`config.mk`:
```
export PLATFORM = sky130hd
export DESIGN_NAME = mux4_rr_arbiter
export DESIGN_NICKNAME = d
export VERILOG_FILES = /design/src/rtl/mux4_rr_arbiter.sv
export SDC_FILE = /design/constraint.sdc
export NUM_CORES = 1
export LEC_CHECK = 0
export CAP_MARGIN = 40
export CORE_MARGIN = 2
export CORE_UTILIZATION = 45
export CTS_CLUSTER_DIAMETER = 100
export DETAILED_ROUTE_END_ITERATION = 8
export PLACE_DENSITY_LB_ADDON = 0.12
export SLEW_MARGIN = 10
export SYNTH_ARGS = -nofsm -noshare
export SYNTH_HDL_FRONTEND = slang
export SYNTH_SLANG_ARGS = --single-unit
```
`constraint.sdc`:
```
create_clock -name clk -period 3.7 [get_ports clk]
set_input_delay 1.11 -clock clk [delete_from_list [all_inputs] [get_ports clk]]
set_output_delay 1.11 -clock clk [all_outputs]
set_load 0.05 [all_outputs]
```
`src/rtl/mux4_rr_arbiter.sv`:
```
// mux4_rr_arbiter: round-robin owner selection for a shared 4-to-1 mux.
// Each grant lasts at most HOLD_MAX cycles, and one dead cycle separates owners.
// Ports:
//   clk      - clock, all state updates on posedge
//   rst      - asynchronous active-high reset
//   req      - level requests; bit i selects mux input a/b/c/d
//   gnt      - registered one-hot grant, 0000 when there is no owner
//   valid    - high while gnt is nonzero
//   s1, s0   - mux select, the index of the current or most recent owner
//   timeout  - one-cycle pulse in the GAP cycle that follows a HOLD_MAX expiry
module mux4_rr_arbiter #(
  parameter int unsigned HOLD_MAX = 8
) (
  input  logic       clk,
  input  logic       rst,
  input  logic [3:0] req,
  output logic [3:0] gnt,
  output logic       valid,
  output logic       s1,
  output logic       s0,
  output logic       timeout
);

  localparam int unsigned CNT_W    = 4;
  localparam int unsigned IDX_W    = 2;
  localparam logic [CNT_W-1:0] CNT_LAST = CNT_W'(HOLD_MAX - 1);

  typedef enum logic [1:0] {
    IDLE  = 2'd0,
    GRANT = 2'd1,
    GAP   = 2'd2
  } state_e;

  state_e            state_q, state_d;
  logic [IDX_W-1:0]  ptr_q, ptr_d;
  logic [CNT_W-1:0]  cnt_q, cnt_d;
  logic [IDX_W-1:0]  owner_q, owner_d;
  logic [3:0]        gnt_q, gnt_d;
  logic              valid_q, valid_d;
  logic [IDX_W-1:0]  sel_q, sel_d;
  logic              timeout_q, timeout_d;

  logic              found;
  logic [IDX_W-1:0]  win;
  logic              rel;

  // Round-robin search: walking from ptr+3 down to ptr lets the closest hit win.
  always_comb begin
    found = 1'b0;
    win   = ptr_q;
    for (int k = 3; k >= 0; k--) begin
      if (req[IDX_W'(ptr_q + IDX_W'(k))]) begin
        found = 1'b1;
        win   = IDX_W'(ptr_q + IDX_W'(k));
      end
    end
  end

  // Next-state and registered-output logic.
  always_comb begin
    state_d   = state_q;
    ptr_d     = ptr_q;
    cnt_d     = cnt_q;
    owner_d   = owner_q;
    gnt_d     = gnt_q;
    valid_d   = valid_q;
    sel_d     = sel_q;
    timeout_d = 1'b0;
    rel       = 1'b0;

    case (state_q)
      IDLE, GAP: begin
        if (found) begin
          state_d = GRANT;
          owner_d = win;
          gnt_d   = 4'(4'b0001 << win);
          valid_d = 1'b1;
          sel_d   = win;
          cnt_d   = '0;
          ptr_d   = IDX_W'(win + IDX_W'(1));
        end else begin
          state_d = IDLE;
        end
      end
      GRANT: begin
        // A dropped request takes priority over expiry, so no timeout then.
        if (!req[owner_q]) begin
          rel = 1'b1;
        end else if (cnt_q == CNT_LAST) begin
          rel       = 1'b1;
          timeout_d = 1'b1;
        end else begin
          cnt_d = CNT_W'(cnt_q + CNT_W'(1));
        end
        if (rel) begin
          state_d = GAP;
          gnt_d   = '0;
          valid_d = 1'b0;
        end
      end
      default: begin
        state_d = IDLE;
        gnt_d   = '0;
        valid_d = 1'b0;
      end
    endcase
  end

  // State register.
  always_ff @(posedge clk or posedge rst) begin
    if (rst) begin
      state_q   <= IDLE;
      ptr_q     <= '0;
      cnt_q     <= '0;
      owner_q   <= '0;
      gnt_q     <= '0;
      valid_q   <= 1'b0;
      sel_q     <= '0;
      timeout_q <= 1'b0;
    end else begin
      state_q   <= state_d;
      ptr_q     <= ptr_d;
      cnt_q     <= cnt_d;
      owner_q   <= owner_d;
      gnt_q     <= gnt_d;
      valid_q   <= valid_d;
      sel_q     <= sel_d;
      timeout_q <= timeout_d;
    end
  end

  assign gnt     = gnt_q;
  assign valid   = valid_q;
  assign s1      = sel_q[1];
  assign s0      = sel_q[0];
  assign timeout = timeout_q;

endmodule
```
==> results of run 1 <==
-- power by group --
part           leakage (nW)  total (W)  internal, W  switching [W]
logic                 0.238   0.000464     0.000183       0.000281
clock network        0.0210   0.000118    0.0000599      0.0000581
registers             0.206   0.000311     0.000243      0.0000686
-- state kept, by name, indices dropped and copies added, names as in the netlist --
register,cells
cnt_q,4
sel_q,2
gnt,4
valid,1
state_q,2
ptr_q,2
timeout,1
-- cell usage after synthesis, types with 2 or more instances --
cell type	n	area, um^2
nand4_1	3	18.8
nor2_1	7	26.3
a211o_1	2	17.5
nand2_1	5	18.8
a22o_1	4	35.0
inv_1	3	11.3
o21ai_0	5	25.0
xor2_1	2	17.5
nor2b_1	3	18.8
dfrtp_1	16	400
o21ai_1	2	10.0
o21a_1	2	15.0
-- cells by family after synthesis --
kind of cell / count (synthesis) / share of synthesized area
simple gates: 30 / 0.215
compound gates: 23 / 0.198
flops: 16 / 0.477
buf+inv: 4 / 0.0194
xor+xnor: 3 / 0.0313
mux: 2 / 0.0447
fa+ha+maj: 1 / 0.0149
-- per-stage QoR --
stage          total power (W)  cells  instance area, um^2  setup WS, ns
3_3_place_gp          0.000764    116                  996         0.773
4_1_cts               0.000895    120                 1030          1.05
5_1_grt               0.000960    120                 1030         0.994
2_1_floorplan         0.000639     79                  840          1.39
3_5_place_dp          0.000778    116                  996         0.741
6_report              0.000894    120                 1030          1.04
-- worst reg2reg max path: stages, from the launching register on --
cell      delay, ns
dfrtp_1        0.41
mux4_2         0.59
nand3b_2       0.12
mux2_4         0.31
a22o_1         0.18
-- final cells by class --
class                   instances  area share
multi-input cells              59       0.410
flip-flops and latches         16       0.388
repair buffers                 13       0.126
clock buffers                   4      0.0352
well taps                      25      0.0303
inverters                       3      0.0109
-- worst paths after layout --
check                      slack [ns]          to  startpoint  cells past startpoint
min in group asynchronous        1.17    sel_q[1]         rst                      2
max                              1.04    cnt_q[1]      req[0]                      5
min                              0.49       valid       valid                      1
min reg2reg                      0.49       valid       valid                      1
max in group asynchronous        2.15  state_q[0]         rst                      2
max reg2reg                      2.00    cnt_q[1]    sel_q[1]                      4
-- placed cells by master, fill, tap and decap left out, types with 2 or more instances in the layout --
cell type	n
xor2_1	2
inv_1	3
o21ai_0	5
o21a_1	2
a22o_1	4
nand2_1	5
clkbuf_4	3
nor2_1	7
dfrtp_1	16
nor2b_1	3
o21ai_1	2
nand4_1	3
clkdlybuf4s50_1	13
a211o_1	2
-- metal layers --
layer / track usage / up-vias
met5: 0 / -
met4: 0.100 / 0
met3: 0.0577 / 6
met2: 0.329 / 13
met1: 0.221 / 329
li1: - / 324
==> results by stage, run 1 <==
Layout:
- The share of final-layout standard cells stronger than drive strength 1 is 0.137.
- For this run, the post-layout net count is 103.
- The area occupied by multi-input gates is 423 um^2.
- The number of filler cells placed in the layout is 149.
- The repair_antennas step left the layout with diodes totalling 0.
- In the final layout, flip-flops and latches occupy 400 um^2.
- From synthesis to final layout, the design area changed by 23.0%.
- For this run, the share of the core covered by cells in the final layout is 0.591.

Run:
- The number of max-cap violations is 0.

Status:
- The run finished with clean final reports.

Critical path:
- The largest stage delay on the critical path is 0.59 ns.
- The critical path required time is 3.89 ns.
- The critical path's top delay family is multiplexers.
- The worst setup path is captured at a flip-flop.
- The signal on the critical path passes through clkdlybuf4s50_1 -> mux4_2 -> nand3b_2 -> mux2_4 -> a22o_1.
- The maximum net fanout on the critical path is 8.
- The critical path is of the input pin to flip-flop type.
- The total buffers and inverters traversed by the critical path is 1.
- Among all stages on the critical path, the largest delay is contributed by mux4_2.
- The signal arrival time at the worst endpoint is 2.84 ns.
- STA classifies the critical path startpoint as an input pin.

GRT:
- The initial antenna violation count came to 0.
- After global routing the overflow that remains totals 0.
- The via count of the first global-routing pass came to 663.
- The pin count of the biggest net entering global routing is 17.
- For this run, the total global-route usage over all layers was measured as 0.194.
- The wire length of the first global-routing pass is 2900 um.

Floorplanning:
- The initial standard-cell utilization of the core is 0.481.
- The vertical extent of the die is 47.2 um.
- The overall die area is 0.00223 mm^2.
- The die is 47.2 um wide.
- Pin placement for this block handled 14 I/O pins.
- In this run the standard cell core region covers 0.00175 mm^2.
- The site row count is 15.

Timing:
- The total setup violations reported at the end of the flow is 0.
- In the final timing run, aggregate negative setup slack is 0 ns.
- Setup repair after global routing left no endpoint under its margin.
- The worst-case clock skew is 0.00192 ns.
- After layout, the minimum clock period comes to 2.66 ns.
- The final count of hold timing violations came to 0.
- The final-layout worst hold slack is 0.490 ns.
- The worst max-slew margin expressed relative to the limit is 0.605.
- The slew at the pin closest to its max-slew limit is 0.591 ns.
- The total count of max-transition violations in the final report is 0.
- The highest clock rate is 377 MHz.
- The period utilization is 0.718.

Clocking:
- TritonCTS built the clock tree.
- The level count of the clock H-tree is 1.
- After clock tree synthesis, the clock-pin slew on the worst setup and hold paths is 0.10 ns.
- The deepest clock path buffer count is 2.
- The count of clock tree sinks is 16.
- The number of hold buffers added after CTS was 0.
- Clock tree synthesis inserted a total of 3 buffers.
- The number of setup buffers added after CTS is 0.
- For the worst-skew pair, the clock arrives at the later sink with an insertion delay of 0.29 ns.
- After clock tree synthesis, the repair step resized 0 gates.
- The cell at the root of the clock tree is clkbuf_4.

Drt:
- The number of iterations in the first detailed-routing pass is 4.
- In the detailed route, the total length drawn on met2 is 918 um.
- The count of nets left with antenna violations once routing finished came out at 0.
- The count of vias placed by the detailed router is 672.
- The highest layer used for signal routing is met4.
- Dividing the detail-routed wire length by the instance count gives 15.1 um.
- The first routing iteration left 19 violations.
- After detailed routing, the total wire length is 1810 um.
- The number of remaining DRC errors is 0.
- After detailed routing, the wire length on met1 is 789 um.
- Dividing the detail-routed via count by the number of cells gives 5.60.
- After detailed routing, the met3 layer carries 54 um of wire.

Synthesis:
- The fraction of registers with async set or reset after synthesis is 1.00.
- The number of flops mapped to enable cells by yosys is 0.
- The share of the Yosys chip area taken by registers is 0.477.
- The synthesized area divided by synthesized cell count is 10.6 um^2.
- The count of synthesis-stage warnings from yosys is 0.
- The most used flip-flop cell after synthesis is dfrtp_1.
- The post-synthesis cell type count is 37.
- The area of the mapped netlist is 840 um^2.
- The synthesized netlist net count is 86.
- The register bit total from synthesis is 16.
- The synthesized instance count is 79.

Min path:
- The worst hold path belongs to the class flip-flop to flip-flop.

Power:
- For this design the ratio of total power to cell area is 866 mW/mm^2.
- VDD sags by at most 0.000508 V.
- The static leakage is 0.465 nW.

Place:
- Summed over all nets, the half-perimeter wirelength after detailed placement is 1330 um.
- The congestion estimate from routability-driven global placement came to 0.787.
- In this run the tool buffered the top-level ports with 13 buffer cells.
Power figures use the tool's default switching activity.
==> inputs of run 2 (changes only) <==
==> constraint.sdc (replaced) <==
create_clock -name clk -period 2.5 [get_ports clk]
set_input_delay 0.75 -clock clk [delete_from_list [all_inputs] [get_ports clk]]
set_output_delay 0.75 -clock clk [all_outputs]
set_load 0.05 [all_outputs]
==> run 2 against run 1 <==
  * Clock-buffer cell count did not move
  * Largest cell class unchanged
  * Critical path depth down 4
  * Sequential share of layout area is 2.6 points lower
  * Worst setup slack got worse by 0.81 ns
  * Clock power is 46% higher
==> results by stage, run 2 (synthesis results as in run 1) <==
Status:
- Status: complete, no violations (unchanged).

Layout:
- The number of inserted diodes was 0 (unchanged).
- The net count reported at finish is 113 (was 103).
- The number of filler cells placed in the layout is 153 (was 149).
- Most used cells in the layout excluding fill and tap cells: 16 x dfrtp_1, 13 x clkdlybuf4s50_1, 10 x buf_4, 7 x nor2_1 (was 16 x dfrtp_1, 13 x clkdlybuf4s50_1, 7 x nor2_1, 5 x nand2_1, 5 x o21ai_0).
- The layout-stage area growth over the synthesis result was 31.9% (was 23.0%).
- The most common library cell in the layout ignoring fill and taps is dfrtp_1 (unchanged).
- The share of final-layout standard cells stronger than drive strength 1 was 0.219 (was 0.137).

GRT:
- The overall fraction of global-route tracks in use is 0.186 (was 0.194).
- The wire length of the first global-routing pass is 2790 um (was 2900 um).
- The via count of the first global-routing pass is 639 (was 663).
- The initial antenna violation count is 0 (unchanged).
- The pin count of the biggest net entering global routing is 17 (unchanged).
- The total overflow reported by the global router came to 0 (unchanged).

Drt:
- The remaining antenna violation count after routing is 0 (unchanged).
- The average wire per cell in the routed design came to 13.7 um (was 15.1 um).
- The count of vias placed by the detailed router is 678 (was 672).
- The count of routing violations after the opening detailed-route iteration is 12 (was 19).
- The detailed-route wire length came to 1790 um (was 1810 um).
- The number of remaining DRC errors is 0 (unchanged).
- The number of iterations in the first detailed-routing pass was 4 (unchanged).
- The number of vias per cell after detailed routing was 5.22 (was 5.60).

Critical path:
- The largest stage delay on the critical path is 0.82 ns (was 0.59 ns).
- The length in cells of the worst reg-to-reg path came to 4 (unchanged).
- The reg-to-reg endpoint is cnt_q[1] (unchanged).
- The category of the worst setup path capture point is an output pin (was flip-flop).
- The category of the worst setup path launch point is a flip-flop (was input pin).
- The maximum net fanout on the critical path is 3 (was 8).
- The kind of critical path was flip-flop to output pin (was input pin to flip-flop).
- The setup slack on the worst flop-to-flop path is 0.82 ns (was 2.00 ns).
- The slowest library cell on the worst path is clkdlybuf4s50_1 (was mux4_2).
- Cell breakdown of the critical path: clkdlybuf4s50_1 (was clkdlybuf4s50_1 -> mux4_2 -> nand3b_2 -> mux2_4 -> a22o_1).
- The critical path required time came to 1.75 ns (was 3.89 ns).
- The total buffers and inverters traversed by the critical path was 1 (unchanged).
- The launch instance of the worst register-to-register path was sel_q[1] (unchanged).
- The critical path's top delay family is buffers and inverters (was multiplexers).
- The signal arrival time at the worst endpoint is 1.52 ns (was 2.84 ns).

Clocking:
- The clock input transition at the sequential cells of the worst setup and hold paths is 0.10 ns (about the same).
- The count of cells resized by post-cts repair is 0 (unchanged).
- The number of setup buffers added after CTS is 0 (unchanged).
- The number of buffers added by the clock tree synthesis step came to 3 (unchanged).
- The level count of the clock H-tree is 1 (unchanged).
- The cell at the root of the clock tree is clkbuf_4 (unchanged).
- The quantity of hold-fixing buffers added after cts is 0 (unchanged).
- The latest clock arrival within the worst-skew pair came to 0.29 ns (about the same).
- The deepest clock path buffer count is 2 (unchanged).
- The clock tree from TritonCTS was built (unchanged).
- The count of clock tree sinks is 16 (unchanged).

Timing:
- The worst-case clock skew is 0.00443 ns (was 0.00192 ns).
- The slew at the pin closest to its max-slew limit was 0.624 ns (was 0.591 ns).
- The total setup violations reported at the end of the flow came to 0 (unchanged).
- The minimum setup slack in the final design is 0.233 ns (was 1.04 ns).
- Derived from the worst setup path, the maximum achievable clock frequency is 441 MHz.
- The worst max-slew margin expressed relative to the limit is 0.583 (was 0.605).
- Unrepaired setup endpoints after global routing: false (unchanged).
- The final count of hold timing violations was 0 (unchanged).
- The summed negative setup slack over all endpoints is 0 ns (unchanged).
- The total count of max-transition violations in the final report is 0 (unchanged).
- The final critical path time including I/O delays and setup is 2.27 ns.
- The period utilization is 0.907.

Place:
- The pre-CTS setup slack is 0.0424 ns (was 0.741 ns).
- The quantity of I/O buffers inserted on ports came to 13 (unchanged).
- The half-perimeter wire length of the detailed placement result is 1310 um (was 1330 um).
- The weighted congestion reported at the end of routability-driven placement is 0.776 (was 0.787).

Min path:
- The number of cells on the worst hold path is 1 (unchanged).
- The terminating pin of the worst hold path is gnt[1] (was valid).
- The class of the worst hold path is flip-flop to flip-flop (unchanged).
- The start point of the worst min-delay path was gnt[1] (was valid).

Floorplanning:
- The initial standard-cell utilization of the core was 0.481 (unchanged).
- The core outline area is 0.00175 mm^2 (unchanged).
- The overall die area was 0.00223 mm^2 (unchanged).
- The die extent in x was 47.2 um (unchanged).
- The vertical extent of the die was 47.2 um (unchanged).
- The I/O pin count is 14 (unchanged).
- The site row count is 15 (unchanged).

Power:
- The power per cell area is 1230 mW/mm^2 (was 866 mW/mm^2).
- The static leakage is 0.513 nW (was 0.465 nW).
- The maximum VDD drop is 0.000808 V (was 0.000508 V).

Run:
- The number of max-cap violations was 0 (unchanged).
run 2: changes by cell type in the layout (fill, tap and decap cells not counted), sizes merged:
cell,change
buf,+10
run 2: final cells by class:
| type | count | area, um^2 | area share |
|---|---|---|---|
| tap | 25 | 31.3 | 0.0282 |
| sequential | 16 | 400 | 0.362 |
| timing repair buffer | 23 | 205 | 0.185 |
| multi-input combinational | 59 | 423 | 0.382 |
| clock buffer | 4 | 36.3 | 0.0328 |
| inverter | 3 | 11.3 | 0.0102 |
run 2: worst max path at each step:
stage	cells past startpoint	slack, ns	from	endpoint
finish	1	0.23	sel_q[1]	s1
CTS	1	0.22	sel_q[1]	s1
detailed placement	5	0.04	req[1]	cnt_q[1]
floorplan	4	0.54	sel_q[1]	cnt_q[1]
global placement	5	0.08	req[1]	cnt_q[1]
global route	1	0.18	sel_q[1]	s1
run 2: stage by stage:
| step | hold WS (ns) | area [um^2] | instances | total power (W) | utilization |
|---|---|---|---|---|---|
| finish | 0.504 | 1110 | 130 | 0.00137 | 0.634 |
| global route | 0.528 | 1110 | 130 | 0.00145 | 0.634 |
| CTS | 0.507 | 1110 | 130 | 0.00137 | 0.634 |
| detailed placement | 0.481 | 1070 | 126 | 0.00119 | 0.614 |
| global placement | 0.469 | 1070 | 126 | 0.00119 | 0.614 |
| floorplan | 0.478 | 840 | 79 | 0.000946 | - |
run 2: routing by layer:
| layer | GRT usage | share of wire |
|---|---|---|
| met3 | 0.0577 | 0.030 |
| met5 | 0 | 0 |
| met2 | 0.279 | 0.46 |
| met1 | 0.245 | 0.50 |
| met4 | 0.0889 | 0.0067 |
run 2: report_power, final:
group / internal (W) / total (W) / leakage (nW) / switching [W]
logic: 0.000315 / 0.000738 / 0.286 / 0.000423
clock network: 0.0000887 / 0.000172 / 0.0210 / 0.0000835
registers: 0.000359 / 0.000457 / 0.206 / 0.0000978
total: 0.000763 / 0.00137 / 0.513 / 0.000604
